===== src/rtl/grf_write_scheduler.sv =====
// grf_write_scheduler: owns the single GRF write port and arbitrates between the
// in-order W stage and buffered long-latency (mul/div) results. It also keeps a
// per-register pending scoreboard so the D stage stalls on outstanding LLU writes.
// Optional build macro: GRF_WRITE_TRACE_EN prints one line per committed GRF write.
module grf_write_scheduler #(
  parameter int unsigned FIFO_DEPTH   = 2,
  parameter int unsigned STARVE_LIMIT = 4
) (
  input  logic        clk,
  input  logic        reset,
  // W stage write
  input  logic        wb_valid_i,
  input  logic [4:0]  wb_addr_i,
  input  logic [31:0] wb_data_i,
  input  logic [31:0] wb_pc_i,
  output logic        wb_ready_o,
  // LLU destination reservation
  input  logic        rsv_valid_i,
  input  logic [4:0]  rsv_addr_i,
  output logic        rsv_ready_o,
  // LLU result
  input  logic        ll_valid_i,
  input  logic [4:0]  ll_addr_i,
  input  logic [31:0] ll_data_i,
  input  logic [31:0] ll_pc_i,
  output logic        ll_ready_o,
  // D stage hazard query
  input  logic [4:0]  d_rs_i,
  input  logic [4:0]  d_rt_i,
  input  logic [4:0]  d_rd_i,
  output logic        d_stall_o,
  // GRF write port
  output logic        rf_we_o,
  output logic [4:0]  rf_a3_o,
  output logic [31:0] rf_wd_o,
  output logic [31:0] rf_pc_o
);

  localparam int unsigned AW = $clog2(FIFO_DEPTH);
  localparam int unsigned CW = AW + 1;
  localparam int unsigned SW = $clog2(STARVE_LIMIT + 1);

  typedef struct packed {
    logic [4:0]  addr;
    logic [31:0] data;
    logic [31:0] pc;
  } wr_req_t;

  // Scoreboard and arbitration state
  logic [31:0]   pending_q, pending_d;
  logic [SW-1:0] starve_cnt_q, starve_cnt_d;

  // LLU result FIFO
  wr_req_t       fifo_mem_q [FIFO_DEPTH];
  logic [AW-1:0] rd_ptr_q, rd_ptr_d;
  logic [AW-1:0] wr_ptr_q, wr_ptr_d;
  logic [CW-1:0] count_q, count_d;

  // Registered GRF port
  logic          rf_we_q;
  logic [4:0]    rf_a3_q;
  logic [31:0]   rf_wd_q;
  logic [31:0]   rf_pc_q;

  logic          fifo_empty;
  logic          starve_full;
  logic          w_win;
  logic          h_win;
  logic          push;
  logic          pop;
  wr_req_t       head;
  wr_req_t       ll_req;

  // Handshakes, hazard detection and arbitration decision
  always_comb begin
    fifo_empty  = (count_q == '0);
    starve_full = (starve_cnt_q == SW'(STARVE_LIMIT));
    // ll_ready uses the registered count only; a pop this cycle does not free a slot
    ll_ready_o  = (count_q != CW'(FIFO_DEPTH));
    // W is only held off when the LLU head has already lost STARVE_LIMIT times
    wb_ready_o  = !(starve_full && !fifo_empty);
    rsv_ready_o = !pending_q[rsv_addr_i];
    d_stall_o   = pending_q[d_rs_i] | pending_q[d_rt_i] | pending_q[d_rd_i];
    w_win       = wb_valid_i && wb_ready_o;
    h_win       = !w_win && !fifo_empty;
    push        = ll_valid_i && ll_ready_o;
    pop         = h_win;
    head        = fifo_mem_q[rd_ptr_q];
    ll_req      = '{addr: ll_addr_i, data: ll_data_i, pc: ll_pc_i};
  end

  // Next-state for scoreboard, starvation counter and FIFO bookkeeping
  always_comb begin
    pending_d    = pending_q;
    starve_cnt_d = starve_cnt_q;
    rd_ptr_d     = rd_ptr_q;
    wr_ptr_d     = wr_ptr_q;
    count_d      = count_q;

    // Clear is applied after set so a same-register collision keeps the bit clear
    if (rsv_valid_i && rsv_ready_o) begin
      pending_d[rsv_addr_i] = 1'b1;
    end
    if (pop) begin
      pending_d[head.addr] = 1'b0;
    end
    pending_d[0] = 1'b0;

    if (fifo_empty || h_win) begin
      starve_cnt_d = '0;
    end else if (w_win && !starve_full) begin
      starve_cnt_d = starve_cnt_q + SW'(1);
    end

    if (push) begin
      wr_ptr_d = wr_ptr_q + AW'(1);
    end
    if (pop) begin
      rd_ptr_d = rd_ptr_q + AW'(1);
    end
    count_d = count_q + CW'(push) - CW'(pop);
  end

  // Control state registers
  always_ff @(posedge clk) begin
    if (reset) begin
      pending_q    <= '0;
      starve_cnt_q <= '0;
      rd_ptr_q     <= '0;
      wr_ptr_q     <= '0;
      count_q      <= '0;
    end else begin
      pending_q    <= pending_d;
      starve_cnt_q <= starve_cnt_d;
      rd_ptr_q     <= rd_ptr_d;
      wr_ptr_q     <= wr_ptr_d;
      count_q      <= count_d;
    end
  end

  // FIFO storage; contents are don't-care while count is zero
  always_ff @(posedge clk) begin
    if (push) begin
      fifo_mem_q[wr_ptr_q] <= ll_req;
    end
  end

  // GRF port registers load from the arbitration winner; $0 is consumed without a write
  always_ff @(posedge clk) begin
    if (reset) begin
      rf_we_q <= 1'b0;
      rf_a3_q <= '0;
      rf_wd_q <= '0;
      rf_pc_q <= '0;
    end else if (w_win) begin
      rf_we_q <= (wb_addr_i != 5'd0);
      rf_a3_q <= wb_addr_i;
      rf_wd_q <= wb_data_i;
      rf_pc_q <= wb_pc_i;
    end else if (h_win) begin
      rf_we_q <= (head.addr != 5'd0);
      rf_a3_q <= head.addr;
      rf_wd_q <= head.data;
      rf_pc_q <= head.pc;
    end else begin
      rf_we_q <= 1'b0;
    end
  end

  assign rf_we_o = rf_we_q;
  assign rf_a3_o = rf_a3_q;
  assign rf_wd_o = rf_wd_q;
  assign rf_pc_o = rf_pc_q;

`ifdef GRF_WRITE_TRACE_EN
  // Commit trace, one line per real GRF write in commit order
  always_ff @(posedge clk) begin
    if (rf_we_q && (rf_a3_q != 5'd0)) begin
      $display("%d@%h: $%d <= %h", $time, rf_pc_q, rf_a3_q, rf_wd_q);
    end
  end
`endif

endmodule


===== config.mk =====
export PLATFORM = sky130hd
export DESIGN_NAME = grf_write_scheduler
export DESIGN_NICKNAME = d
export VERILOG_FILES = /design/src/rtl/grf_write_scheduler.sv
export SDC_FILE = /design/constraint.sdc
export NUM_CORES = 1
export LEC_CHECK = 0
export ABC_AREA = 1
export BUFFER_PORTS_ARGS = -buffer_cell sky130_fd_sc_hd__clkbuf_2
export CAP_MARGIN = 15
export CORE_MARGIN = 1
export CORE_UTILIZATION = 34
export DETAILED_ROUTE_END_ITERATION = 8
export PLACE_DENSITY = 0.61
export SYNTH_ARGS = -nofsm -noshare
export SYNTH_HDL_FRONTEND = slang
export SYNTH_SLANG_ARGS = --single-unit

===== constraint.sdc =====
create_clock -name clk -period 4.9 [get_ports clk]
set_clock_uncertainty 0.15 [all_clocks]
set_input_delay 0.98 -clock clk [delete_from_list [all_inputs] [get_ports clk]]
set_output_delay 0.98 -clock clk [all_outputs]
set_load 0.02 [all_outputs]

==> results.md, run 1 <==
* Hold Crit Depth at 1
* CP startpoint kind: primary input
* RSZ-0062 raised after global routing: false
* Post-synth ARST share at 0
* Main synth FF type: edfxtp_1
* Clock tree sinks at 247
* Routed WL at 32900 um
* Final critical-path required period at 3.70 ns
* Global-route wire length before repair at 50600 um
* P_leak at 5.91 nW
* Syn Inst Count at 1266
* Hpwl dp at 22400 um
* Measured slew at the worst slew-check pin at 1.10 ns
* Part of the power in combinational logic at 0.235
* Die Outline Area at 34100 sq um
* Core ar. at 32600 sq um
* Top Ports at 237
* # rows at 66
* Layout filler cell count at 3270
* Post-DP Area at 12800 sq um
* Synth Area per Inst at 8.95 sq um
* Fmax at 270 MHz
* CP Buf/Inv Count at 3
* Max stage delay cell, worst path: clkbuf_2
* First drt pass iteration count at 4
* Root Driver: clkbuf_16
* Cell family with most CP delay: simple AND/OR/NAND/NOR gates
* Worst R2R Path Depth at 9
* Number of gates resized after CTS at 0
* Die H at 185 um
* Design area at 13700 sq um
* Hold bufs inserted after CTS at 0
* Synthesis-stage register bit count at 247
* Final TNS setup at 0 ns
* Chip width at 185 um
* Yosys warns at 0
* Synth cell types at 36
* Starting density of the core at 0.347
* Max Slew Vio Count at 0
* Hold Path Class: register to register
* Area growth, synth to finish at 20.9%
* Clock power share at 0.325
* Syn Std Cell Area at 11300 sq um
* Largest net degree at the start of global routing at 71
* Post-DRT Antenna Nets at 0
* Critical path's largest stage delay at 0.32 ns
* Status: complete, no violations
* CP required at 3.77 ns
* Vias in the first global route at 9173
* Vias per std cell at 4.87
* Net Sw Power at 1.93 mW
* Fin. Hold Viols at 0
* Clk buf depth at 3
* Cell Chain, Critical Path: clkbuf_2 > inv_2 > nand2_2 > nor2_1 > nor2_1 > nand2_1 > nand2_1 > nand2_1 > nor4_1 > clkbuf_2
* Int Pwr at 4.17 mW
* Register Area at 6330 sq um
* Max Cap Viol at 0
* CP Capture Type: output pin
* Initial antenna violation count at 1
* Reg power frac at 0.440
* Crit. path cell count at 10
* Sw Ratio at 0.316
* Mapped Nets at 1432
* Routability congestion estimate from global placement at 0.946
* GRT Overall Usage at 0.192
* CTS Buf Count at 26
* Remaining DRCs at 0
* Multi-input combinational cell area at 4130 sq um
* Power density over cell area at 446 nW/um^2
* Clock-pin slew on the worst setup and hold paths at 0.06 ns
* CTS tree: built
* # nets final at 1634
* Global route overflow at 0
* Peak VDD IR at 0.302 mV
* CTS H-tree lvls at 1
* Final setup vio count at 0
* Max-slew headroom at 0.263
* Average wire per standard cell at 17.0 um
* Post-synth EDFFs at 138
* Initial drt markers at 549
* Post-synthesis sequential area ratio at 0.558
* Share of cells above drive strength 1 at 0.209
* Critical path peak fanout at 22
* Crit path DAT at 2.57 ns
* Most used cell along the critical path: nand2_1
* Latest clock arrival within the worst-skew pair at 0.52 ns
* Post-CTS Setup Inserts at 0
* Setup CP Type: primary input to output pin
* PortBufs at 236
* Final Cycle Share at 0.756
* Vias at 9411
==> layout make-up <==
type / count / share of cell area
Sequential cell: 247 / 0.462
Tap cell: 442 / 0.0404
Antenna cell: 1 / 0.000183
Clock buffer: 45 / 0.0628
Clock inverter: 3 / 0.00128
Multi-Input combinational cell: 802 / 0.301
Timing Repair Buffer: 243 / 0.0910
Inverter: 148 / 0.0407
==> registers in the layout, indices dropped and copies added, names as in the netlist, named ones only <==
| signal | flops |
|---|---|
| fifo_mem_q | 138 |
| count_q | 2 |
| pending_q | 31 |
| starve_cnt_q | 3 |
| rf_pc_o | 32 |
| rf_we_o | 1 |
| rf_wd_o | 32 |
| rd_ptr_q | 1 |
| wr_ptr_q | 1 |
| rf_a3_o | 5 |
==> stage by stage <==
step	total power, mW	util	hold slack (ns)	std cells	setup slack (ns)
after global routing	6.42	0.420	0.333	1931	1.08
after global placement	4.16	0.393	0.275	1882	1.26
final	6.10	0.420	0.298	1931	1.20
after CTS	6.18	0.420	0.296	1930	1.24
after detailed placement	4.18	0.393	0.286	1882	1.25
after floorplan	3.70	-	0.267	1266	0.243
==> power by group through the flow <==
| stage | logic, mW | registers [mW] | clock network, mW |
|---|---|---|---|
| floorplan | 0.876 | 2.82 | 0 |
| global placement | 1.44 | 2.72 | 0 |
| detailed placement | 1.45 | 2.73 | 0 |
| CTS | 1.46 | 2.69 | 2.03 |
| global route | 1.59 | 2.72 | 2.10 |
| finish | 1.44 | 2.69 | 1.98 |
==> placed cells by master (no fill, tap or decap), drive strengths merged <==
master	n
buf	7
nor2	77
o21ai	82
nor4	1
clkinv	3
diode	1
clkbuf	281
mux2i	46
or2	6
xnor2	1
o21bai	18
inv	148
ha	3
nand3	41
nand2	332
edfxtp	138
a31oi	19
o211ai	51
xor2	2
nand4	32
nor3	10
a21oi	79
dfxtp	109
nand3b	2
==> worst reg2reg max path, stage by stage, from the launching register on <==
cell and delay [ns]:
dfxtp_1 0.36, or2_1 0.31, nand2_4 0.09, nand2_4 0.37, nand2_4 0.52, xor2_1 0.31, ha_1 0.23, xor2_1 0.15
o21ai_0 0.17, a21oi_1 0.06
==> synthesized netlist by cell type (2+ instances only) <==
library cell  count  area, sq um
edfxtp_1        138         4140
nor2_1           71          267
nand3b_1          2         15.0
buf_4             7         52.6
or2_1             4         25.0
o21ai_0          79          395
ha_1              3         37.5
inv_2             6         22.5
a21oi_1          79          395
or2_2             2         12.5
a31oi_1          19          119
o211ai_1         51          383
dfxtp_1         109         2180
buf_6             2         22.5
nor2_4            4         45.0
inv_1           141          529
nor2_2            2         12.5
nor3_1            8         40.0
nand2_1         326         1220
nand2_2           2         12.5
xor2_1            2         17.5
o21ai_2           2         17.5
buf_1            13         48.8
mux2i_1          46          460
nand3_1          41          205
nand4_1          32          200
buf_2            29          145
o21bai_1         18          135
nand2_4           4         45.0
clkbuf_1         18         67.6
==> routing by layer <==
layer,GRT usage,share of wire
met3,0.0583,0.087
met4,0.0570,0.026
met1,0.233,0.41
met5,0,0
met2,0.327,0.47
==> worst paths after layout <==
kind         slack (ns)                            to                    startpoint
max reg2reg        2.07         count_q[1]$_SDFF_PP0_         count_q[1]$_SDFF_PP0_
min                0.30  starve_cnt_q[0]$_SDFFE_PP0P_  starve_cnt_q[0]$_SDFFE_PP0P_
max                1.20                   rsv_ready_o                 rsv_addr_i[0]
min reg2reg        0.30  starve_cnt_q[0]$_SDFFE_PP0P_  starve_cnt_q[0]$_SDFFE_PP0P_
==> logic make-up after synthesis <==
kind of cell,synth area share
compound gates,0.128
fa+ha+maj,0.00331
simple gates,0.189
buf+inv,0.0787
flops,0.558
mux,0.0406
xor+xnor,0.00232
Power figures use the tool's default switching activity.
==> run 2: changes to the inputs <==
Settings changed: PLACE_DENSITY 0.61 to 0.59.
Clock period 4.9 ns to 3.65 ns, I/O delays scaled along.
==> results.md, run 2 (synthesis gave the netlist of run 1 again) <==
* Status: complete, no violations
* Fin util at 0.422 (+0.00207)
* Cell Chain, Critical Path: clkbuf_2 > inv_2 > nand2_2 > nor2_1 > nor2_1 > nand2_1 > nand2_1 > nand2_1 > nor4_1 > clkbuf_2
* Average wire per standard cell at 16.8 um (-1.1%)
* Multi-input combinational cell area at 4130 sq um (unchanged)
* Post-CTS Setup Inserts at 0 (unchanged)
* Measured slew at the worst slew-check pin at 0.816 ns (-0.288 ns)
* Final setup vio count at 0 (unchanged)
* Power density over cell area at 598 nW/um^2 (+34%)
* CP startpoint kind: primary input
* PortBufs at 236 (unchanged)
* Core ar. at 32600 sq um (unchanged)
* Area growth, synth to finish at 21.4%
* Most frequent cells in the layout: nand2_1, clkbuf_2, inv_1, edfxtp_1, dfxtp_1
* Max Slew Vio Count at 0 (unchanged)
* Initial drt markers at 574 (+4.6%)
* Global-route wire length before repair at 50300 um (-0.74%)
* Critical path's largest stage delay at 0.34 ns (+0.02 ns)
* First drt pass iteration count at 5 (+1)
* Max stage delay cell, worst path: clkbuf_2
* Top Ports at 237 (unchanged)
* Routed WL at 32700 um (-0.68%)
* Latest clock arrival within the worst-skew pair at 0.53 ns (about the same)
* Max reg flops at 138 (unchanged)
* Clk buf depth at 3 (unchanged)
* Routability congestion estimate from global placement at 0.961 (+1.6%)
* Most common cell after layout, fill and taps aside: nand2_1
* CTS Buf Count at 27 (+3.8%)
* Hold bufs inserted after CTS at 0 (unchanged)
* Max Cap Viol at 0 (unchanged)
* CTS H-tree lvls at 1 (unchanged)
* Fin. Hold Viols at 0 (unchanged)
* Vias per std cell at 4.86 (-0.36%)
* Most flop-heavy register: fifo_mem_q
* Global route overflow at 0 (unchanged)
* Chip width at 185 um (unchanged)
* Hpwl dp at 22800 um (+1.9%)
* Final TNS setup at 0 ns (unchanged)
* GRT Overall Usage at 0.191 (-0.00147)
* Root Driver: clkbuf_16
* Vias at 9421 (+0.11%)
* Post-DRT Antenna Nets at 0 (unchanged)
* Die Outline Area at 34100 sq um (unchanged)
* Vias in the first global route at 9199 (+0.28%)
* Initial antenna violation count at 4 (+3)
* Peak VDD IR at 0.460 mV (+53%)
* Starting density of the core at 0.347 (unchanged)
* Critical path peak fanout at 22 (unchanged)
* Post-DP Area at 12900 sq um (+0.49%)
* Register Area at 6330 sq um (unchanged)
* CP Capture Type: output pin
* P_leak at 5.93 nW (+0.38%)
* Largest net degree at the start of global routing at 57 (-20%)
* Design area at 13800 sq um (+0.49%)
* Final Cycle Share at 0.871
* Setup CP Type: primary input to output pin
* # nets final at 1640 (+0.37%)
* Share of cells above drive strength 1 at 0.214 (+0.00504)
* Clock-pin slew on the worst setup and hold paths at 0.06 ns (about the same)
* Max-slew headroom at 0.455 (+0.192)
* Hold Path Class: primary input to register
* CTS tree: built
* Clock tree sinks at 247 (unchanged)
* Remaining DRCs at 0 (unchanged)
* Fmax at 315 MHz
* # rows at 66 (unchanged)
* Number of gates resized after CTS at 0 (unchanged)
* CP required at 2.77 ns (-1.00 ns)
* Die H at 185 um (unchanged)
* Layout filler cell count at 3219 (-1.6%)
* RSZ-0062 raised after global routing: false
* Crit path DAT at 2.30 ns (-0.27 ns)
* Final critical-path required period at 3.18 ns
* Most used cell along the critical path: nand2_1
==> run 2: changes by cell type in the layout (fill, tap and decap cells not counted), sizes merged <==
| cell | previous run | this run |
|---|---|---|
| clkbuf | 281 | 270 |
| clkinv | 3 | 11 |
| buf | 7 | 12 |
| clkinvlp | 0 | 4 |
| bufinv | 0 | 2 |
| diode | 1 | 3 |
| inv | 148 | 147 |
==> run 2: routing by layer <==
metal  up-vias  track usage  part of all wire
met3        50       0.0583             0.083
met1      4394        0.231              0.42
met2       299        0.319              0.47
met4         0       0.0687             0.028
met5         -            0                 0
li1       4678            -                 -
==> run 2: report_power, final <==
part	internal [mW]	switching (mW)	leakage [nW]	total, mW
clock network	1.56	1.11	0.423	2.67
registers	3.40	0.183	2.19	3.58
logic	0.628	1.34	3.32	1.97
==> run 2: final cells by class <==
cell class	instances	area share
timing repair buffer	248	0.0951
antenna	3	0.000546
sequential	247	0.460
multi-input combinational	802	0.300
clock inverter	16	0.0105
tap	442	0.0402
inverter	148	0.0405
clock buffer	34	0.0532
==> run 2: path summary, 6_finish.rpt <==
| check | start | end | slack (ns) | cells past startpoint |
|---|---|---|---|---|
| setup reg to reg | starve_cnt_q[0]$_SDFFE_PP0P_ | rf_a3_o[3]$_SDFFE_PP0P_ | 1.04 | 11 |
| setup / recovery | rsv_addr_i[0] | rsv_ready_o | 0.47 | 10 |
| hold / removal | ll_pc_i[24] | fifo_mem_q[1][24]$_DFFE_PP_ | 0.24 | 1 |
| hold reg to reg | rd_ptr_q$_SDFFE_PP0P_ | register | 0.30 | 1 |
==> run 2: per-stage QoR <==
step                hold WS (ns)  worst slack (ns)  std cells  total power [mW]
CTS                        0.210             0.506       1937              8.32
global route               0.213             0.368       1940              8.67
finish                     0.236             0.473       1940              8.22
detailed placement         0.293             0.508       1887              5.64
global placement           0.272             0.533       1887              5.60
floorplan                  0.267             0.397       1266              4.96
==> run 2: worst max-delay path, delay by kind of cell <==
family,cells,cell delay (ns)
simple gates,7,0.79
buf+inv,3,0.77
